[src/rtl/batrider_snd_latch.sv]
// rtl/batrider_snd_latch.sv - 68K<->Z80 sound mailbox with pending/overrun tracking and NMI sequencer
// Define SNDLATCH_FIFO_EN to turn latch 0 into a FIFO_DEPTH-entry command FIFO.
module batrider_snd_latch #(
  parameter int NMI_MIN_CYCLES = 16,
  parameter int NMI_GAP_CYCLES = 8,
  parameter int FIFO_DEPTH     = 4
) (
  input  logic       CLK,
  input  logic       RESET,
  input  logic       M_WR,
  input  logic       M_RD,
  input  logic [1:0] M_ADDR,
  input  logic [7:0] M_DIN,
  output logic [7:0] M_DOUT,
  input  logic       Z_WR,
  input  logic       Z_RD,
  input  logic [1:0] Z_ADDR,
  input  logic [7:0] Z_DIN,
  output logic [7:0] Z_DOUT,
  input  logic       Z_NMI_ACK,
  output logic       NMI,
  output logic [7:0] SOUNDLATCH,
  output logic [7:0] SOUNDLATCH2,
  output logic [7:0] SOUNDLATCH3,
  output logic [7:0] SOUNDLATCH4,
  output logic [3:0] PENDING,
  output logic [3:0] OVERRUN
);

  typedef enum logic [1:0] {IDLE, ASSERT, HOLD, GAP} nmi_state_t;

  logic [3:0] wr;
  logic [3:0] crd;
  logic [7:0] lat_hi [1:3];
  logic [3:1] pend_hi;
  logic [3:1] ovr_hi;
  logic [7:0] head;
  logic       pend0;
  logic       ovr0;
  logic       busy0;

  // wr: owned producer writes; crd: reads by the opposite side (the consumer)
  always_comb begin
    wr  = '0;
    crd = '0;
    if (M_WR && !M_ADDR[1]) wr[M_ADDR] = 1'b1;
    if (Z_WR &&  Z_ADDR[1]) wr[Z_ADDR] = 1'b1;
    if (Z_RD && !Z_ADDR[1]) crd[Z_ADDR] = 1'b1;
    if (M_RD &&  M_ADDR[1]) crd[M_ADDR] = 1'b1;
  end

  always_ff @(posedge CLK) begin
    if (RESET) begin
      lat_hi[1] <= '0;
      lat_hi[2] <= '0;
      lat_hi[3] <= '0;
      pend_hi   <= '0;
      ovr_hi    <= '0;
    end else begin
      for (int n = 1; n < 4; n++) begin
        if (wr[n]) begin
          lat_hi[n]  <= (n < 2) ? M_DIN : Z_DIN;
          pend_hi[n] <= 1'b1;
          ovr_hi[n]  <= !crd[n] && (ovr_hi[n] || pend_hi[n]);
        end else if (crd[n]) begin
          pend_hi[n] <= 1'b0;
          ovr_hi[n]  <= 1'b0;
        end
      end
    end
  end

`ifdef SNDLATCH_FIFO_EN
  localparam int AW = (FIFO_DEPTH > 1) ? $clog2(FIFO_DEPTH) : 1;

  logic [7:0]    mem [FIFO_DEPTH];
  logic [AW-1:0] rptr;
  logic [AW-1:0] wptr;
  logic [AW:0]   count;
  logic [AW:0]   count_nx;
  logic          empty;
  logic          full;
  logic          push;
  logic          pop;

  assign empty    = (count == '0);
  assign full     = (count == (AW+1)'(FIFO_DEPTH));
  assign pop      = crd[0] && !empty;
  // a pop in the same cycle frees the slot for a push into a full FIFO
  assign push     = wr[0] && (!full || pop);
  assign count_nx = count + (AW+1)'(push) - (AW+1)'(pop);

  always_ff @(posedge CLK) begin
    if (RESET) begin
      rptr  <= '0;
      wptr  <= '0;
      count <= '0;
      ovr0  <= 1'b0;
    end else begin
      if (push) begin
        mem[wptr] <= M_DIN;
        wptr      <= wptr + 1'b1;
      end
      if (pop) rptr <= rptr + 1'b1;
      count <= count_nx;
      if (count_nx == '0) ovr0 <= 1'b0;
      else if (wr[0] && !push) ovr0 <= 1'b1;
    end
  end

  assign head  = empty ? 8'h00 : mem[rptr];
  assign pend0 = !empty;
  assign busy0 = !empty;
`else
  logic [7:0] lat0;

  always_ff @(posedge CLK) begin
    if (RESET) begin
      lat0  <= '0;
      pend0 <= 1'b0;
      ovr0  <= 1'b0;
    end else if (wr[0]) begin
      lat0  <= M_DIN;
      pend0 <= 1'b1;
      ovr0  <= !crd[0] && (ovr0 || pend0);
    end else if (crd[0]) begin
      pend0 <= 1'b0;
      ovr0  <= 1'b0;
    end
  end

  assign head  = lat0;
  assign busy0 = 1'b0;
`endif

  function automatic logic [7:0] pick(input logic [1:0] a, input logic [7:0] l0,
                                      input logic [7:0] l1, input logic [7:0] l2,
                                      input logic [7:0] l3);
    case (a)
      2'd0:    return l0;
      2'd1:    return l1;
      2'd2:    return l2;
      default: return l3;
    endcase
  endfunction

  always_ff @(posedge CLK) begin
    if (RESET) begin
      M_DOUT <= '0;
      Z_DOUT <= '0;
    end else begin
      if (M_RD) M_DOUT <= pick(M_ADDR, head, lat_hi[1], lat_hi[2], lat_hi[3]);
      if (Z_RD) Z_DOUT <= pick(Z_ADDR, head, lat_hi[1], lat_hi[2], lat_hi[3]);
    end
  end

  nmi_state_t state;
  nmi_state_t state_nx;
  logic [7:0] cnt;
  logic [7:0] cnt_nx;
  logic       ack_lat;
  logic       ack_lat_nx;
  logic       queued;
  logic       queued_nx;
  logic       trig;
  logic       nmi_rel;

  assign trig    = wr[0];
  assign nmi_rel = Z_NMI_ACK || crd[0];

  always_ff @(posedge CLK) begin
    if (RESET) begin
      state   <= IDLE;
      cnt     <= '0;
      ack_lat <= 1'b0;
      queued  <= 1'b0;
    end else begin
      state   <= state_nx;
      cnt     <= cnt_nx;
      ack_lat <= ack_lat_nx;
      queued  <= queued_nx;
    end
  end

  always_comb begin
    state_nx   = state;
    cnt_nx     = cnt;
    ack_lat_nx = ack_lat;
    queued_nx  = queued;
    case (state)
      IDLE: begin
        if (trig) begin
          state_nx   = ASSERT;
          cnt_nx     = 8'(NMI_MIN_CYCLES - 1);
          ack_lat_nx = 1'b0;
        end
      end
      ASSERT: begin
        if (nmi_rel) ack_lat_nx = 1'b1;
        if (cnt == '0) state_nx = HOLD;
        else cnt_nx = cnt - 8'd1;
      end
      HOLD: begin
        if (nmi_rel || ack_lat) begin
          state_nx   = GAP;
          cnt_nx     = 8'(NMI_GAP_CYCLES - 1);
          ack_lat_nx = 1'b0;
          if (trig) queued_nx = 1'b1;
        end
      end
      GAP: begin
        if (trig) queued_nx = 1'b1;
        if (cnt == '0) begin
          if (queued || trig || busy0) begin
            state_nx   = ASSERT;
            cnt_nx     = 8'(NMI_MIN_CYCLES - 1);
            queued_nx  = 1'b0;
            ack_lat_nx = 1'b0;
          end else begin
            state_nx = IDLE;
          end
        end else begin
          cnt_nx = cnt - 8'd1;
        end
      end
      default: state_nx = IDLE;
    endcase
  end

  assign NMI         = (state == ASSERT) || (state == HOLD);
  assign SOUNDLATCH  = head;
  assign SOUNDLATCH2 = lat_hi[1];
  assign SOUNDLATCH3 = lat_hi[2];
  assign SOUNDLATCH4 = lat_hi[3];
  assign PENDING     = {pend_hi, pend0};
  assign OVERRUN     = {ovr_hi, ovr0};

endmodule

[config.mk]
export PLATFORM = sky130hd
export DESIGN_NAME = batrider_snd_latch
export DESIGN_NICKNAME = d
export VERILOG_FILES = /design/src/rtl/batrider_snd_latch.sv
export SDC_FILE = /design/constraint.sdc
export NUM_CORES = 1
export LEC_CHECK = 0
export CAP_MARGIN = 5
export CORE_UTILIZATION = 48
export DETAILED_ROUTE_END_ITERATION = 7
export PLACE_DENSITY = 0.78
export SYNTH_ARGS = -nofsm -noshare
export SYNTH_HDL_FRONTEND = slang
export SYNTH_SLANG_ARGS = --single-unit
[constraint.sdc]
create_clock -name CLK -period 3.4 [get_ports CLK]
set_clock_uncertainty 0.1 [all_clocks]
set_input_delay 1.02 -clock CLK [delete_from_list [all_inputs] [get_ports CLK]]
set_output_delay 1.02 -clock CLK [all_outputs]
set_load 0.03 [all_outputs]
---- After elaboration in Yosys (flattened, before gate mapping) ----
Memories as Yosys holds them, arrays and structs flattened.
Cells that the tools add are included.
operators by class
  add/sub/neg operators ................... 1
  multiply operators ...................... 0
  div/mod/pow operators ................... 0
  order comparisons ....................... 4
  equal/unequal tests ..................... 15
  shifts and indexed selects .............. 0
  multiplexer cells ....................... 59
  bitwise gates (word level) .............. 5
  reduce and logical (&&, ||, !) cells .... 37
operators by type and width
  operator             number
  $mux 8               8
  $pmux 8 s3           2
  $mux 1               35
  $pmux 8 s4           1
  $mux 4               4
  $ne 2x2->1 const B   7
  $logic_and 1x1->1    10
  $reduce_bool 2->1    5
  $eq 2x2->1 const B   4
  $logic_not 8->1      1
  $logic_or 1x1->1     8
  $mux 2               4
  $or 4x4->4           2
  $pmux 2 s4           1
  $reduce_and 4->1     2
  $sub 8x1->8 const B  1
  $eq 2x1->1 const B   3
  $logic_not 1->1      6
  $logic_not 2->1      3
  $lt 2x3->1 const B   2
  $reduce_and 5->1     1
  $demux 1 s2          2
  $ge 2x1->1 const B   2
  $pmux 1 s4           1
  4 further kinds      6
storage, ports and cells
  bits in registers ....................... 44
  bits in latches ......................... 0
  memory bits (writable) .................. 24
  memory bits (read-only) ................. 0
  bits of input ports ..................... 27
  output and inout bits ................... 57
  logic and storage cells ................. 137
  memories kept ........................... 1
memories
  name    words  width  rd ports  clocked after Yosys merged registers in  write ports  line  source
  lat_hi  3      8      3         0                                        3            34    logic [7:0] lat_hi [1:3];

---- Logic depth before layout (Yosys ltp) ----
Gate-level depths: netlist of run 1.
  depth after elaboration ................. 11
  depth in mapped cells ................... 8
  gate-level depth less buffers ........... 7

---- Worst setup path after synthesis of run 1 ----
Ideal clock, no wire load.
  path type ............................... in2reg
  from .................................... input port M_ADDR[1]
  to ...................................... register cnt[4]
  library setup time ...................... 0.131 ns
  data arrival time ....................... 2.197 ns
  required time ........................... 3.169 ns
  setup slack ............................. 0.972 ns
  stages on the path ...................... 6
  path buffers ............................ 1
  path through ............................ or3b_4 > a22oi_4 > o211ai_4 > buf_6 > a32oi_1 > o41ai_2
between the ends
  word-level cells in the longest chain between the ends .. 10
RTL lines
  item                                                            line      source
  from (decl)                                                     12        input logic [1:0] M_ADDR,
  $lt 2x3->1 (not written as such) or $ge 2x1->1 (tied branches)  46, 49
  $logic_and 1x1->1 (not written as such)                         46, 49
  $mux 1 (not written as such)                                    46, 49
  $demux 1 s2                                                     46, 49
  $mux 4 or $or 4x4->4 (tied branches)                            n/a
  $or 4x4->4 (no line) or $mux 4 (tied branches)                  n/a
  $mux 4 or $logic_or 1x1->1 (tied branches)                      47, 169
  $logic_or 1x1->1, on equally long branches                      214, 204
  $ne 3x3->1 (no line) or $ne 2x2->1 (tied branches)              n/a
  $reduce_and 4->1 (no line) (*)                                  n/a
  to (signal assigned)                                            179       cnt <= cnt_nx;
  to (decl)                                                       159       logic [7:0] cnt;
Mark *: on every way between the ends. The rest lies on a longest branch, timed or not.
A chain may end at the register's enable or synchronous reset.

---- Final worst setup path of run 1 ----
  from .................................... register state[1]
  to ...................................... output port NMI
between the ends
  word-level cells in the longest chain between the ends .. 2
RTL lines
  item                                      line  source
  from (decl)                               157   nmi_state_t state;
  from (signal assigned)                    178   state <= state_nx;
  $eq 2x1->1 or $eq 2x2->1 (tied branches)  230   assign NMI = (state == ASSERT) || (state == HOLD);
  $logic_or 1x1->1 (*)                      230
  to (decl)                                 21    output logic NMI,
Marks and branches as above.

==> results by group, run 1 <==
Outcome
  • Status: finished clean

Drt
  • Top sig layer: met4
  • Average wire per standard cell: 18.3 µm
  • Metal2 WL: between 4000 and 5000 µm
  • Initial DRC Count: approximately 210
  • Metal3 WL: 416 µm
  • DR vias: 2739
  • Wire length on met1: 3890 µm
  • Detailed Routing Iterations Pass 1: 5
  • Final ANT Viol Nets: 0
  • Vias per cell: ~5.9
  • DRC viols: 0
  • Final wirelength: 8550 µm

Floorplanning
  • Core box area: 0.00676 mm²
  • Row cnt: 30
  • Die width: 85.5 µm
  • DIE HEIGHT: ~85 µm
  • I/O pin total: 84
  • Die ar.: around 0.0073 mm²
  • Initial Util: 49.5%

Synth
  • Netlist cell types: 52
  • Syn Inst Count: 300
  • Net Count, Synth: 333
  • Yosys reg bits: 68
  • Seq/Total Area, Yosys: 47.9%
  • Ys Warns: 0
  • Mean post-synth cell area: roughly 11 µm²
  • Main synth FF type: dfxtp_1
  • Post-synth ARST share: 0%
  • Post-synth design cell area: 0.00335 mm²
  • Number of synthesized flops with an enable pin: 24

Cells and area
  • Commonest non-fill, non-tap cells in the layout: 83 x clkdlybuf4s50_1, 44 x dfxtp_1, 34 x nor2_1
  • Fillers: 495
  • Sequential cell area: 0.00160 mm²
  • Multi-input logic area: 0.00162 mm²
  • Fin nets: 416
  • Share of cells above drive strength 1: 13.4%
  • Commonest non-fill, non-tap cell in the layout: clkdlybuf4s50_1
  • Util after Layout: 66.2%
  • Diode count: 0
  • Area grow syn2layout: 33.7%

Critical path
  • CP max stage delay: 0.67 ns
  • Critical Path End Type: output port
  • CP max FO: 5
  • WP buf/inv: 2
  • Crit path max-delay family: buffers and inverters
  • Sequence of cells on the critical path: inv_1, ha_1, clkdlybuf4s50_1
  • Reg-to-Reg End: cnt[6]$_SDFFE_PP0P_
  • WP data required: ~2.3 ns
  • FF-to-FF setup slack: 1.38 ns
  • Worst Setup Start Kind: flip-flop
  • Crit path kind: reg -> out
  • Slowest cell on crit path: clkdlybuf4s50_1
  • Worst EP arrival: 1.81 ns
  • Launch point of the worst reg-to-reg path: cnt[0]$_SDFFE_PP0P_
  • Reg2reg path depth: 7

Clocking
  • Reg clk slew, reported paths: about 0.070 ns
  • TritonCTS clock tree: built
  • Sink Count: 68
  • Worst skew pair latency: 0.33 ns
  • CTS buffer count: 9
  • Post-CTS sizing: 0
  • Clock root buffer: clkbuf_8
  • Clock buffer depth: 2
  • H-tree depth: 3
  • Postcts setup bufs: 0
  • # hold bufs at CTS: 0

Global routing
  • First-pass GRT wire length: 13500 µm
  • Gr usage total: between 20% and 30%
  • Largest net degree at the start of global routing: 45
  • Initial antenna violation count: 0
  • Grt total ovfl: 0
  • Vias in the first global route: around 2600

Timing
  • Final setup margin: 0.472 ns
  • Hold Slack: approximately 0.39 ns
  • Fin Setup TNS: 0 ns
  • # setup viols final: 0
  • Worst slew pin tran: between 0.6 and 0.7 ns
  • Fmax achieved: approximately 340 MHz
  • Fin crit period: 2.93 ns
  • Fin. Hold Viols: 0
  • Share of the clock period used by the worst path: 86.1%
  • Fin. max-slew vios: 0
  • RSZ-0062 raised after global routing: no
  • Relative slew slack: between 50% and 60%

Power and ir drop
  • IR drop worst, VDD: approximately 0.24 mV
  • Overall power: 2.53 mW
  • Leakage: 1.74 nW
  • Pwr Density: 565 mW/mm²

Hold path
  • Hold WC Path Type: reg -> reg
  • Hold Startpoint: ovr_hi[1]$_SDFFE_PP0P_
  • Worst hold path endpoint: ovr_hi[1]$_SDFFE_PP0P_
  • Cell depth of the worst hold path: 1

Place
  • Final RePlAce weighted congestion: ~0.90
  • DP Wirelength: 6310 µm
  • Port buffer count: 83
  • Dpl ws: 0.242 ns

Job
  • Max Cap Viol: 0
kinds of logic after synthesis:
group | Yosys count | synth area share (%)
adders and majority gates | 6 | 2.24
DFF | 68 | 47.9
and+or+nand+nor | 114 | 18.6
AOI/OAI and AO/OA | 52 | 11.6
muxes | 33 | 16.1
buffers and inverters | 27 | 3.70
per-layer routing:
layer | vias to the layer above | global-route usage (%)
li1 | 1263 | -
met1 | 1358 | 34.9
met2 | 104 | 38.2
met3 | 14 | 2.82
met4 | 0 | 8.18
met5 | - | 0
worst reg2reg max path: stages (launching register included):
cell and delay (ns):
dfxtp_1 0.34, inv_1 0.10, ha_1 0.22, nor3b_4 0.28, nand2_2 0.12, o211ai_4 0.40
nand2b_4 0.24, o211ai_1 0.10
power breakdown:
group          switching [mW]  internal (mW)  leakage [nW]  total [mW]
logic                   0.457          0.350          1.04       0.807
clock network           0.312          0.413         0.102       0.725
registers              0.0772          0.919         0.595       0.997
total                   0.847           1.68          1.74        2.53
area by class of cell:
class | instances | share of cell area [%]
clock buffer | 10 | 2.85
clock inverter | 6 | 1.99
inverter | 8 | 0.672
multi-input combinational | 205 | 36.2
sequential | 68 | 35.8
tap | 80 | 2.24
timing repair buffer | 91 | 20.2
registers in the layout, summed over array words and instances (netlist names):
signal	count
M_DOUT	8
SOUNDLATCH	8
Z_DOUT	8
ack_lat	1
cnt	8
lat_hi	24
ovr0	1
ovr_hi	3
pend0	1
pend_hi	3
queued	1
state	2
metrics by stage:
step | instances | cell area, µm²
floorplan | 300 | 3350
global placement | 452 | 4260
detailed placement | 452 | 4260
CTS | 468 | 4470
global route | 468 | 4470
finish | 468 | 4470
Yosys cell counts (2+ instances only):
library cell   n  area, µm²
a211oi_1       3       22.5
a21o_1         4       30.0
a21oi_1       17       85.1
a311oi_1       3       26.3
a31oi_1        2       12.5
a32oi_1        3       26.3
and2_1        16        100
and3_1        10       62.6
buf_1          2       7.51
buf_2          3       15.0
buf_4          3       22.5
clkbuf_1      10       37.5
dfxtp_1       44        881
edfxtp_1      24        721
ha_1           6       75.1
inv_1          8       30.0
mux2i_1       17        170
mux4_1         2       52.6
mux4_2        14        315
nand2_1       24       90.1
nand3_1        5       25.0
nor2_1        34        128
nor3_1         4       20.0
nor3b_1        3       22.5
o21a_1         3       22.5
o21ai_0        8       40.0
o41ai_2        2       32.5
or3b_4         2       22.5
worst max path at each step:
stage | cells past startpoint | end | slack [ns] | start
2_1_floorplan | 6 | cnt[4]$_SDFFE_PP0P_ | 0.97 | M_ADDR[1]
3_3_place_gp | 6 | cnt[7]$_SDFFE_PP0P_ | 0.29 | M_WR
3_5_place_dp | 6 | cnt[7]$_SDFFE_PP0P_ | 0.24 | M_WR
4_1_cts | 3 | NMI | 0.47 | state[0]$_SDFFE_PP0P_
5_1_grt | 3 | NMI | 0.40 | state[1]$_SDFFE_PP0P_
6_report | 3 | NMI | 0.47 | state[1]$_SDFFE_PP0P_
No activity file was read; power rests on OpenSTA's default activity.
==> inputs of run 2 (changes only) <==
Settings changed: SLEW_MARGIN from default to 20.
==> results of run 2 <==
The final DEF is identical to that of run 1; final timing and power are the same.
